[src/rtl/iterative_muldiv_unit_pkg.sv]
`timescale 1ns/1ps
// Shared definitions for the execute stage: ALU operation codes (also used by
// the ALU decoder), the multiply/divide unit state encoding, and the datapath
// width.
package iterative_muldiv_unit_pkg;

    localparam int unsigned XLEN  = 32;
    localparam int unsigned CNT_W = $clog2(XLEN) + 1;

    localparam logic [3:0] ALU_ADD = 4'd0;
    localparam logic [3:0] ALU_SUB = 4'd1;
    localparam logic [3:0] ALU_AND = 4'd2;
    localparam logic [3:0] ALU_OR  = 4'd3;
    localparam logic [3:0] ALU_XOR = 4'd4;
    localparam logic [3:0] ALU_SLT = 4'd5;
    localparam logic [3:0] ALU_SLL = 4'd6;
    localparam logic [3:0] ALU_MUL = 4'd7;
    localparam logic [3:0] ALU_DIV = 4'd8;
    localparam logic [3:0] ALU_NA  = 4'd15;

    typedef enum logic [1:0] {
        IDLE = 2'd0,
        RUN  = 2'd1,
        FIX  = 2'd2,
        DONE = 2'd3
    } muldiv_state_t;

    // Two's-complement magnitude; 0x80000000 maps to itself, which is the
    // correct unsigned magnitude 2^31.
    function automatic logic [XLEN-1:0] magnitude(input logic [XLEN-1:0] x);
        return x[XLEN-1] ? (~x + 1'b1) : x;
    endfunction

endpackage

[src/rtl/iterative_muldiv_unit.sv]
`timescale 1ns/1ps
// Iterative RV32M execution unit (mul, div). One shift-add or restoring-divide
// step per cycle over XLEN cycles; holds the core with Stall while working.
//
// Ports:
//   clk    - core clock, rising edge
//   rst_n  - synchronous active-low reset
//   Start  - instruction in execute requests this unit (held while stalled)
//   ALUOp  - operation code from the ALU decoder
//   SrcA   - rs1 (multiplicand / dividend)
//   SrcB   - rs2 (multiplier / divisor)
//   Result - registered result, valid while Done=1
//   Done   - registered one-cycle completion pulse
//   Busy   - registered, high in RUN and FIX
//   Stall  - combinational PC/pipeline hold
module iterative_muldiv_unit
    import iterative_muldiv_unit_pkg::*;
(
    input  logic            clk,
    input  logic            rst_n,
    input  logic            Start,
    input  logic [3:0]      ALUOp,
    input  logic [XLEN-1:0] SrcA,
    input  logic [XLEN-1:0] SrcB,
    output logic [XLEN-1:0] Result,
    output logic            Done,
    output logic            Busy,
    output logic            Stall
);

    muldiv_state_t    state;
    logic [CNT_W-1:0] cnt;
    logic             op_div;
    logic             neg;
    // acc: product (MUL) / partial remainder (DIV)
    // opa: shifted multiplicand (MUL) / dividend shifting out, quotient shifting in (DIV)
    // opb: multiplier shifting right (MUL) / divisor magnitude (DIV)
    logic [XLEN-1:0]  acc;
    logic [XLEN-1:0]  opa;
    logic [XLEN-1:0]  opb;

    logic             accept;
    logic [XLEN-1:0]  rem_shift;
    logic [XLEN:0]    diff;

    always_comb begin
        accept    = (state == IDLE) && Start && (ALUOp == ALU_MUL || ALUOp == ALU_DIV);
        Stall     = accept || (state == RUN) || (state == FIX);
        // Remainder stays below the divisor (<= 2^31), so its MSB is always
        // zero and dropping it on the shift loses nothing.
        rem_shift = {acc[XLEN-2:0], opa[XLEN-1]};
        diff      = {1'b0, rem_shift} - {1'b0, opb};
    end

    always_ff @(posedge clk) begin
        if (!rst_n) begin
            state  <= IDLE;
            cnt    <= '0;
            op_div <= 1'b0;
            neg    <= 1'b0;
            acc    <= '0;
            opa    <= '0;
            opb    <= '0;
            Result <= '0;
            Done   <= 1'b0;
            Busy   <= 1'b0;
        end else begin
            case (state)
                IDLE: begin
                    Done <= 1'b0;
                    if (accept) begin
                        op_div <= (ALUOp == ALU_DIV);
                        cnt    <= '0;
                        acc    <= '0;
                        if (ALUOp == ALU_DIV && SrcB == '0) begin
                            Result <= '1;
                            Done   <= 1'b1;
                            state  <= DONE;
                        end else begin
                            Busy  <= 1'b1;
                            state <= RUN;
                            if (ALUOp == ALU_DIV) begin
                                opa <= magnitude(SrcA);
                                opb <= magnitude(SrcB);
                                neg <= SrcA[XLEN-1] ^ SrcB[XLEN-1];
                            end else begin
                                opa <= SrcA;
                                opb <= SrcB;
                                neg <= 1'b0;
                            end
                        end
                    end
                end
                RUN: begin
                    if (op_div) begin
                        // diff[XLEN] set means the trial subtraction borrowed:
                        // keep the shifted remainder and shift in a 0 quotient bit.
                        acc <= diff[XLEN] ? rem_shift : diff[XLEN-1:0];
                        opa <= {opa[XLEN-2:0], ~diff[XLEN]};
                    end else begin
                        acc <= acc + (opb[0] ? opa : '0);
                        opa <= {opa[XLEN-2:0], 1'b0};
                        opb <= {1'b0, opb[XLEN-1:1]};
                    end
                    cnt <= cnt + 1'b1;
                    if (cnt == CNT_W'(XLEN - 1)) begin
                        state <= FIX;
                    end
                end
                FIX: begin
                    if (op_div) begin
                        Result <= neg ? (~opa + 1'b1) : opa;
                    end else begin
                        Result <= acc;
                    end
                    Busy  <= 1'b0;
                    Done  <= 1'b1;
                    state <= DONE;
                end
                DONE: begin
                    Done  <= 1'b0;
                    state <= IDLE;
                end
                default: begin
                    Done  <= 1'b0;
                    Busy  <= 1'b0;
                    state <= IDLE;
                end
            endcase
        end
    end

endmodule

[config.mk]
export PLATFORM = sky130hd
export DESIGN_NAME = iterative_muldiv_unit
export DESIGN_NICKNAME = d
export VERILOG_FILES = /design/src/rtl/iterative_muldiv_unit_pkg.sv /design/src/rtl/iterative_muldiv_unit.sv
export SDC_FILE = /design/constraint.sdc
export NUM_CORES = 1
export LEC_CHECK = 0
export ABC_CLOCK_PERIOD_IN_PS = 4500
export CAP_MARGIN = 20
export CORE_ASPECT_RATIO = 0.8
export CORE_MARGIN = 2
export CORE_UTILIZATION = 35
export CTS_BUF_LIST = sky130_fd_sc_hd__clkbuf_4
export CTS_CLUSTER_SIZE = 24
export DETAILED_ROUTE_END_ITERATION = 12
export DONT_BUFFER_PORTS = 1
export PLACE_DENSITY = 0.54
export SYNTH_ARGS = -nofsm -noshare
export SYNTH_HDL_FRONTEND = slang
export SYNTH_SLANG_ARGS = --single-unit
[constraint.sdc]
create_clock -name clk -period 4.5 [get_ports clk]
set_input_delay 1.125 -clock clk [delete_from_list [all_inputs] [get_ports clk]]
set_output_delay 1.125 -clock clk [all_outputs]
set_load 0.05 [all_outputs]
Word level (Yosys, flattened, before mapping)
Index checks and enable logic that the tools add are counted.
{ "word_totals": {"elab_cells": 87, "memories": 0, "ramBits": 0, "output_inout_bits": 35, "regBits": 140, "rom_bits": 0, "latchBits": 0, "in_bits": 71} }
{ "op_classes": {"div_mod_pow": 0, "add_sub_neg": 6, "n_eq_ne": 11, "bitwise": 6, "reduce_logical": 19, "n_lt_le_gt_ge": 0, "shift": 0, "multipliers": 0, "n_mux": 35} }
{ "op_table": {"columns": ["op", "n"], "rows": [
  ["2-to-1 mux 32 bit", 17],
  ["one-hot mux 32 bit (2 select lines)", 4],
  ["adder 32 x 1 -> 32 bit (second input constant)", 3],
  ["NOT 32 bit", 3],
  ["subtractor 32 x 32 -> 33 bit", 1],
  ["adder 32 bit", 1],
  ["zero test 32 bit", 1],
  ["one-hot mux 6 bit (2 select lines)", 1],
  ["AND reduction 3 bit", 4],
  ["one-hot mux 2 bit (4 select lines)", 1],
  ["adder 6 x 1 -> 6 bit (second input constant)", 1],
  ["equality test 6 x 5 -> 1 bit (second input constant)", 1],
  ["2-to-1 mux 1 bit", 6],
  ["2-to-1 mux 2 bit", 3],
  ["2-to-1 mux 6 bit", 1],
  ["inequality test 2 bit (second input constant)", 3],
  ["AND reduction 2 bit", 3],
  ["equality test 2 bit (second input constant)", 2],
  ["equality test 4 x 3 -> 1 bit (second input constant)", 1],
  ["equality test 4 bit (second input constant)", 1],
  ["inequality test 2 x 1 -> 1 bit (second input constant)", 2],
  ["AND reduction 4 bit", 1],
  ["nonzero test 2 bit", 2],
  ["logical AND 1 bit", 3],
  ["other kinds (8)", 11]
]} }

Depth between registers and ports, before layout
Gate-level depths: netlist (run 1).
{ "depth": {"ltp_word": 7, "mapped_depth": 13, "ltp_nobuf": 13} }

Least setup slack after synthesis (run 1)
Ideal clock, no wire load.
{ "synth_timing": {"kind": "input-to-output", "start": "input ALUOp[1]", "end": "output Stall", "t_arrival_ns": 2.412, "stages": 3, "t_required_ns": 3.375, "path_slack_ns": 0.963, "n_path_buf": 0, "cell_sequence": "nor4b_2 -> o211ai_1 -> nand2_1"} }
{ "synth_via": {"elab_chain_cells": 5, "word_cells_on_any_way": 6, "classes_between": "eq/ne (2); reduce/logical (4)"} }
{ "synth_lines": {"columns": ["element", "line", "text"], "rows": [
  ["start: declaration", "iterative_muldiv_unit.sv:22", "input logic [3:0] ALUOp,"],
  ["equality test 4 x 3 -> 1 bit or equality test 4 bit (tied branches)", "iterative_muldiv_unit.sv:47", "accept = (state == IDLE) && Start && (ALUOp == ALU_MUL || ALUOp == ALU_DIV);"],
  ["logical OR 1 bit *", "iterative_muldiv_unit.sv:47", null],
  ["logical AND 1 bit *", "iterative_muldiv_unit.sv:47", null],
  ["logical OR 1 bit * (2 in series)", "iterative_muldiv_unit.sv:48", "Stall = accept || (state == RUN) || (state == FIX);"],
  ["end: declaration", "iterative_muldiv_unit.sv:28", "output logic Stall"]
]} }
Every way passes the cells marked *; elsewhere a longest branch is shown, timed or not.

Worst setup path after layout (run 1)
{ "layout_timing": {"start": "register opb[0]", "end": "register acc[31]"} }
{ "layout_via": {"elab_chain_cells": 4, "word_cells_on_any_way": 6, "classes_between": "add/sub (2); mux (4)"} }
{ "layout_lines": {"columns": ["element", "line", "text"], "rows": [
  ["start: declaration", "iterative_muldiv_unit.sv:40", "logic [XLEN-1:0] opb;"],
  ["start signal: assignment", "iterative_muldiv_unit.sv:84", "opb <= magnitude(SrcB);"],
  ["start signal: assignment", "iterative_muldiv_unit.sv:88", "opb <= SrcB;"],
  ["start signal: assignment", "iterative_muldiv_unit.sv:103", "opb <= {1'b0, opb[XLEN-1:1]};"],
  ["2-to-1 mux 32 bit or subtractor 32 x 32 -> 33 bit (tied branches)", "iterative_muldiv_unit.sv:101, iterative_muldiv_unit.sv:52", null],
  ["adder 32 bit or 2-to-1 mux 32 bit (tied branches)", "iterative_muldiv_unit.sv:101, iterative_muldiv_unit.sv:98", null],
  ["2-to-1 mux 32 bit *", "iterative_muldiv_unit.sv:95", "if (op_div) begin"],
  ["one-hot mux 32 bit (2 select lines) *", "iterative_muldiv_unit.sv:68", "case (state)"],
  ["end signal: assignment", "iterative_muldiv_unit.sv:98", "acc <= diff[XLEN] ? rem_shift : diff[XLEN-1:0];"],
  ["end signal: assignment", "iterative_muldiv_unit.sv:101", "acc <= acc + (opb[0] ? opa : '0);"],
  ["end: declaration", "iterative_muldiv_unit.sv:38", "logic [XLEN-1:0] acc;"]
]} }
Marks and branches as above.
A chain may end at the register's enable or synchronous reset.

==> flow_summary.yaml, run 1 <==
sta:
  fmax_mhz: 252
  slew_viol_final: 0
  fin_crit_sh: 0.881
  finalClockSkew_ns: 0.0277
  hold_viol: 0
  grt_setup_unrepaired: "no"
  tns_ns: 0
  slew_headroom: 0.246
  final.min_clock_period_ns: 3.96
  setup_viol: 0
  worst_slew_pin_slew_ns: 1.13
power:
  irDropWorstVdd_uv: 399
  finalPower_mw: 5.68
  p_leak_nw: 4.79
  power_density_nw_per_um2: 454
setup_path:
  required_ns: 5.01
  worstPathArrival_ns: 4.48
  worstSetupPathType: "reg -> reg"
  worstPathMaxFanout: 27
  worst_setup_path_start_kind: "register"
  end_kind: "register"
synth:
  synth_mux_area_frac: 0.0213
  syn_area_um2: 11700
  async_flop_share: 0
  synth_top_family_by_area: "compound AO/OA/AOI/OAI gates"
  syn_inst: 1605
  yosys_warnings: 0
  synth-xor-area-share: 0.104
  yosysUniqueCellTypes: 84
  synth-edff-count: 0
  ys_ff_latch: 140
  yosys.area_share.simple: 0.213
  yosysSeqAreaShare: 0.239
  synth_area_per_cell_um2: 7.31
  synth_fp_nets: 1751
  ys.flop_type: "dfxtp_1"
  synth_compound_area_frac: 0.286
  synthAdderAreaFrac: 0.0812
run_status:
  outcome: "complete, no violations"
route:
  post-route-drc-count: 0
  route.vias.total: 11242
  antenna_left: 0
  drtPass1Iterations: 5
  wl_mm: 38.2
  routedWlPerCell_um: 19.1
  viasPerCell: 5.61
  drt_iter0_drc: 867
finish:
  layout_common_cells: "nand2_1, nor2_1, a21oi_1"
  nets: 1710
  multiInputGateArea_um2: 8300
  fillCellCount: 3507
  syn2layout_area_growth_pct: 6.58
  mostFrequentLayoutCell: "nand2_1"
  layout-drive-gt1-share: 0.0577
  ff_latch_area_um2: 2800
die:
  coreArea_um2: 32800
  num_rows: 59
  top_level_ports: 106
  initial_utilization: 0.358
  dieArea_um2: 35000
  fp.dieH_um: 168
  fp.dieW_um: 209
global_route:
  grt_pass1_wl_mm: 59.0
  antenna_found_initial: 1
  first_global_vias: 10159
  grt-ovfl-total: 0
  grt_max_degree: 94
  grtUsageTotal: 0.216
cts:
  cts_tree: "built"
  cts_sinks: 140
  clockRootBuffer: "clkbuf_4"
  holdBufCountCts: 0
  cts_buffer_depth: 2
  htreeDepth: 4
  post_cts_buffers: 0
  cts-buffers-inserted: 17
  clkTransAtPathRegs_ns: 0.14
  cts_resized: 0
  insertion_delay_ns: 0.63
place:
  io_buffer_count: 0
  gp_congestion: 0.881
  hpwl_mm: 29.4
min_path:
  holdCritPathClass: "reg -> reg"
run:
  maxCapViolations: 0
## logic make-up after synthesis
group / count (synthesis)
adders and majority gates: 75
buffers and inverters: 160
and+or+nand+nor: 534
muxes: 25
DFF: 140
xor gates and xnor gates: 140
AOI/OAI and AO/OA: 531
## flip-flops by register name, summed over array words and instances (netlist names)
register,flops
acc,32
neg,1
opa,32
opb,32
op_div,1
Result,32
Busy,1
Done,1
state,2
cnt,6
## metal layers
| metal | GRT usage | vias to the layer above | part of all wire |
|---|---|---|---|
| met5 | 0 | - | 0 |
| met2 | 0.311 | 308 | 0.41 |
| met1 | 0.318 | 5258 | 0.51 |
| met3 | 0.0599 | 24 | 0.069 |
| li1 | - | 5652 | - |
| met4 | 0.0416 | 0 | 0.011 |
## area by class of cell
| cell class | count | area share |
|---|---|---|
| diodes | 1 | 0.000200 |
| well taps | 427 | 0.0427 |
| repair buffers | 30 | 0.0200 |
| clock inverters | 14 | 0.0173 |
| multi-input cells | 1305 | 0.664 |
| inverters | 70 | 0.0210 |
| clock buffers | 18 | 0.0108 |
| flip-flops and latches | 140 | 0.224 |
## power by group
part / internal, mW / total (mW) / switching (mW)
Sequential: 1.42 / 1.80 / 0.379
Combinational: 1.06 / 2.85 / 1.80
Clock: 0.504 / 1.02 / 0.521
Total: 2.98 / 5.68 / 2.70
## worst max-delay path: stages, from the launching register on
cell,delay (ns)
dfxtp_1,0.84
nand2_1,0.21
inv_1,0.09
ha_1,0.23
a211oi_1,0.34
o211ai_1,0.12
a21oi_1,0.30
o22ai_1,0.21
a2111oi_2,0.58
o21ai_0,0.28
a41oi_1,0.33
mux2i_1,0.21
nand3_1,0.10
## per-stage QoR
stage	std cells	setup slack, ns	instance area, um2	utilization	hold slack [ns]
after floorplan	1605	0.963	11700	-	0.436
after global placement	1972	0.403	12200	0.371	0.444
after detailed placement	1972	0.402	12200	0.371	0.458
after CTS	2004	0.562	12500	0.382	0.476
after global routing	2005	0.0207	12500	0.382	0.503
final	2005	0.536	12500	0.382	0.474
## path summary, 6_finish.rpt
check             startpoint       to  slack, ns  cells after the start
hold / removal       opb[17]  opb[17]       0.47                      2
setup reg to reg      opb[0]  acc[31]       0.54                     12
hold reg to reg      opb[17]  opb[17]       0.47                      2
setup / recovery      opb[0]  acc[31]       0.54                     12
## cell usage after synthesis (all sizes together), types with 23 or more instances
cell	n	area, um2
o21ai	143	719
clkbuf	65	244
inv	69	259
o31ai	23	191
a21oi	168	848
ha	73	913
a21o	24	180
nand2	187	704
xnor2	67	587
mux2i	25	250
nor2	177	667
and2	40	250
nor3	25	136
xor2	73	639
buf	25	146
dfxtp	140	2800
No activity file was read; power rests on OpenSTA's default activity.
==> inputs of run 2 (changes only) <==
Settings changed: ABC_AREA from default to 1, CORE_MARGIN 2 to 4, TNS_END_PERCENT from default to 5.
==> run 2 against run 1 <==
Compared with the run above: sequential power grew 32%; maximum frequency up 25%; final area up 21%; non-clock buffer count shrank 15; count of clock-buffer cells in the layout grew 2; clock power is 17% lower; hold slack improved by 0.0066 ns; critical endpoint is now Stall; largest power group unchanged.
==> flow_summary.yaml, run 2 <==
sta:
  slew_viol_final: 0
  tns_ns: 0
  finalClockSkew_ns: 0.0322
  worst_slack_ns: 1.32
  final.min_clock_period_ns: 3.18
  worst_slew_pin_slew_ns: 0.770
  fmax_mhz: 315
  slew_headroom: 0.486
  fin_crit_sh: 0.706
  setup_viol: 0
  grt_setup_unrepaired: "no"
  hold_viol: 0
synth:
  synth.most_common_cell: "nand2_1"
  ys_ff_latch: 140
  synth_top_family_by_area: "simple AND/OR/NAND/NOR gates"
  yosysTopAreaCell: "nand2_1"
  synth_top_area_frac: 0.209
  yosys.area_share.simple: 0.403
  synth-xor-area-share: 0.0319
  synthAdderAreaFrac: 0.0655
  synth_area_per_cell_um2: 5.52
  yosysUniqueCellTypes: 49
  synth-edff-count: 0
  synth_fp_nets: 2783
  syn_inst: 2637
  async_flop_share: 0
  yosys_warnings: 0
  syn_area_um2: 14600
  synth_compound_area_frac: 0.162
  ys.flop_type: "dfxtp_1"
  synth_common_cells: "nand2_1, inv_1, nor2_1, a21oi_1, nand3_1"
  synth_mux_area_frac: 0
  yosys-top-cells-area: "nand2_1, dfxtp_1, inv_1"
  yosysSeqAreaShare: 0.193
global_route:
  grt-ovfl-total: 0
  grtUsageTotal: 0.232
  antenna_found_initial: 1
  grt_max_degree: 88
  grt_pass1_wl_mm: 82.8
  first_global_vias: 14601
cts:
  htreeDepth: 4
  cts_buffer_depth: 2
  cts_tree: "built"
  cts_sinks: 140
  holdBufCountCts: 0
  clkTransAtPathRegs_ns: 0.13
  cts-buffers-inserted: 17
  cts_resized: 0
  clockRootBuffer: "clkbuf_4"
  insertion_delay_ns: 0.62
  post_cts_buffers: 0
place:
  io_buffer_count: 0
  post-place-ws_ns: 0.927
  gp_congestion: 0.957
  hpwl_mm: 43.2
setup_path:
  required_ns: 3.38
  worstPathMaxFanout: 6
  worstPathArrival_ns: 2.05
  worst_setup_path_start_kind: "primary input"
  end_kind: "output pin"
  worstSetupPathType: "in -> out"
route:
  drt_iter0_drc: 1336
  viasPerCell: 5.11
  antenna_left: 0
  route.vias.total: 16043
  drtPass1Iterations: 6
  routedWlPerCell_um: 17.1
  wl_mm: 53.5
  post-route-drc-count: 0
run:
  maxCapViolations: 0
finish:
  syn2layout_area_growth_pct: 4.11
  mostFrequentLayoutCell: "nand2_1"
  layout-drive-gt1-share: 0.0424
  nets: 2726
  layout_common_cells: "nand2_1, inv_1, nor2_1"
die:
  coreArea_um2: 40900
  num_rows: 66
  fp.dieH_um: 190
  initial_utilization: 0.356
  fp.dieW_um: 236
  dieArea_um2: 44900
  top_level_ports: 106
power:
  power_density_nw_per_um2: 503
  finalPower_mw: 7.62
  p_leak_nw: 7.74
  irDropWorstVdd_uv: 357
min_path:
  holdCritPathClass: "reg -> reg"
run_status:
  outcome: "complete, no violations"
run 2: cell count changes in the layout (fill, tap and decap cells not counted), moves of 21 or more:
| cell | delta |
|---|---|
| a21o_1 | -21 |
| a21oi_1 | +69 |
| and2_1 | -35 |
| inv_1 | +354 |
| mux2i_1 | -25 |
| nand2_1 | +624 |
| nand3_1 | +197 |
| nor2_1 | +73 |
| xnor2_1 | -56 |
| xor2_1 | -31 |
run 2: cell type report:
cell class                 instances  area (um2)
antenna                            1        2.50
clock buffer                      20         150
clock inverter                    12         115
fill                            4573       25700
inverter                         439        1650
multi-input combinational       1967        9640
sequential                       140        2800
tap                              544         681
timing repair buffer              15         113
run 2: logic make-up (layout without fill, tap and decap cells):
group                    Yosys count  in the layout
other                              0              1
flip-flops                       140            140
adder cells (fa/ha/maj)           75             75
buffers and inverters            530            486
XOR/XNOR                          53             53
AND/OR/NAND/NOR                 1392           1392
AO/OA/AOI/OAI                    447            447
run 2: critical path, stage by stage:
cell and delay, ns:
inv_1 0.03, nor2_2 0.09, nand2_2 0.15, nand2_1 0.12, nand3_2 0.10, nand3_1 0.43
run 2: power by group:
part | leakage (nW) | switching, mW | internal [mW] | total (mW)
Clock | 0.146 | 0.545 | 0.298 | 0.844
Sequential | 1.14 | 0.849 | 1.53 | 2.38
Combinational | 6.45 | 3.17 | 1.23 | 4.40
run 2: per-layer routing:
layer / up-vias / GRT usage / part of all wire
met3: 43 / 0.0315 / 0.066
met4: 0 / 0.0558 / 0.018
met1: 7264 / 0.346 / 0.50
met2: 506 / 0.352 / 0.42
met5: - / 0 / 0
li1: 8230 / - / -
run 2: per-stage QoR:
stage,hold slack [ns],utilization,instances,area [um2]
floorplan,0.444,-,2637,14600
detailed placement,0.462,0.364,3105,14900
finish,0.481,0.371,3138,15200
global route,0.520,0.371,3138,15200
CTS,0.481,0.371,3137,15200
global placement,0.452,0.364,3105,14900
run 2: path summary, 6_finish.rpt:
check	startpoint	endpoint	slack, ns	depth (start not counted)
max reg2reg	opb[0]	acc[28]	1.49	18
min	opb[23]	opb[23]	0.48	2
min reg2reg	opb[23]	opb[23]	0.48	2
max	ALUOp[3]	Stall	1.32	6
==> inputs of run 3 (changes only) <==
Settings changed: ABC_CLOCK_PERIOD_IN_PS 4500 to 3200.
Clock period 4.5 ns to 3.2 ns, I/O delays scaled along.
==> run 3 against run 2 <==
Compared with the run above: clock skew fell by 0.0028 ns; sequential power rose by 37%; clock power rose by 56%; flip-flop and latch count did not move; sequential share of layout area fell by 0.36 points; first-iteration DRC count rose by 15%; power rose by 45%; register-to-register slack got worse by 1.1 ns; setup slack got worse by 0.95 ns; combinational power rose by 47%; largest cell class unchanged.
==> flow_summary.yaml, run 3 (synthesis results as in run 2) <==
route:
  viasPerCell: 5.15
  drtPass1Iterations: 7
  antenna_left: 0
  routedWlPerCell_um: 17.3
  route.vias.total: 16327
  drt_iter0_drc: 1535
  post-route-drc-count: 0
  wl_mm: 54.9
sta:
  worst_slew_pin_slew_ns: 0.954
  finalClockSkew_ns: 0.0294
  fin_crit_sh: 0.884
  hold_viol: 0
  final.min_clock_period_ns: 2.83
  setup_viol: 0
  slew_headroom: 0.364
  fin_hold_ws_ns: 0.316
  fmax_mhz: 353
  tns_ns: 0
  slew_viol_final: 0
  grt_setup_unrepaired: "no"
finish:
  layout_common_cells: "nand2_1, inv_1, nor2_1"
  layout-drive-gt1-share: 0.0537
  syn2layout_area_growth_pct: 6.16
  final_util: 0.378
  nets: 2759
  mostFrequentLayoutCell: "nand2_1"
  fin_cells: 3171
cts:
  cts_sinks: 140
  clkTransAtPathRegs_ns: 0.15
  clockRootBuffer: "clkbuf_4"
  cts-buffers-inserted: 17
  insertion_delay_ns: 0.63
  cts_tree: "built"
  cts_buffer_depth: 2
  htreeDepth: 4
  post_cts_buffers: 0
  cts_resized: 0
  holdBufCountCts: 0
die:
  coreArea_um2: 40900
  num_rows: 66
  fp.dieW_um: 236
  initial_utilization: 0.356
  dieArea_um2: 44900
  fp.dieH_um: 190
  top_level_ports: 106
setup_path:
  worstPathBufferInverterCount: 4
  crit_family: "buffers and inverters"
  worst_setup_path_start_kind: "register"
  worstSetupPathType: "reg -> reg"
  slowest_delay_ns: 0.37
  worstPathMaxFanout: 32
  required_ns: 3.77
  cp_common_cell: "nand2_1"
  crit_slowest_cell: "buf_4"
  end_kind: "register"
  cp_cell_sequence: "inv_1 > ha_1 > inv_1 > o21bai_1 > a21boi_0 > nand2_1 > a21oi_4 > buf_4 > nand3_1 > nand2_1 > inv_1 > nand2_1 > nand2_1 > a21oi_1"
  worstPathArrival_ns: 3.40
global_route:
  grt_pass1_wl_mm: 84.1
  first_global_vias: 14680
  grt-ovfl-total: 0
  antenna_found_initial: 1
  grt_max_degree: 88
  grtUsageTotal: 0.237
power:
  power_density_nw_per_um2: 716
  p_leak_nw: 7.92
  irDropWorstVdd_uv: 300
  finalPower_mw: 11.1
run_status:
  outcome: "complete, no violations"
run:
  maxCapViolations: 0
place:
  io_buffer_count: 0
  hpwl_mm: 44.4
  dp.cells: 3138
  gp_congestion: 0.981
min_path:
  holdCritPathClass: "in -> reg"
==> run 3: power breakdown <==
part           switching, mW  internal [mW]
combinational           4.64           1.84
sequential              1.11           2.15
clock                  0.771          0.551
==> run 3: final timing paths <==
check / slack (ns) / end / from / cells after the start
max: 0.37 / acc[28] / opb[29] / 14
min: 0.32 / opa[17] / rst_n / 2
max reg2reg: 0.37 / acc[28] / opb[29] / 14
min reg2reg: 0.48 / opb[23] / opb[23] / 2
==> run 3: worst register-to-register path: stages (launching register included) <==
cell	delay [ns]
dfxtp_1	0.34
inv_1	0.27
ha_1	0.35
inv_1	0.12
o21bai_1	0.09
a21boi_0	0.35
nand2_1	0.21
a21oi_4	0.19
buf_4	0.37
nand3_1	0.13
nand2_1	0.08
inv_1	0.05
nand2_1	0.06
nand2_1	0.05
a21oi_1	0.12
==> run 3: area by class of cell <==
type | instances | area [um2]
Fill cell | 4640 | 25400
Inverter | 439 | 1650
Tap cell | 544 | 681
Sequential cell | 140 | 2800
Clock inverter | 13 | 166
Antenna cell | 2 | 5.00
Clock buffer | 18 | 135
Multi-Input combinational cell | 1967 | 9640
Timing Repair Buffer | 48 | 373
==> run 3: per-stage QoR <==
step                      setup WS (ns)  cell area [um2]
after global placement            0.261            15100
after CTS                         0.448            15400
final                             0.370            15500
after global routing              0.220            15500
after floorplan                   0.777            14600
after detailed placement          0.235            15100
==> run 3: routing by layer <==
metal / routed length [um] / vias to the layer above / part of all wire / GRT usage
li1: - / 8296 / - / -
met1: 26800 / 7415 / 0.49 / 0.359
met4: 847 / 0 / 0.015 / 0.0465
met3: 4830 / 40 / 0.088 / 0.0477
met5: 0 / - / 0 / 0
met2: 22400 / 576 / 0.41 / 0.347
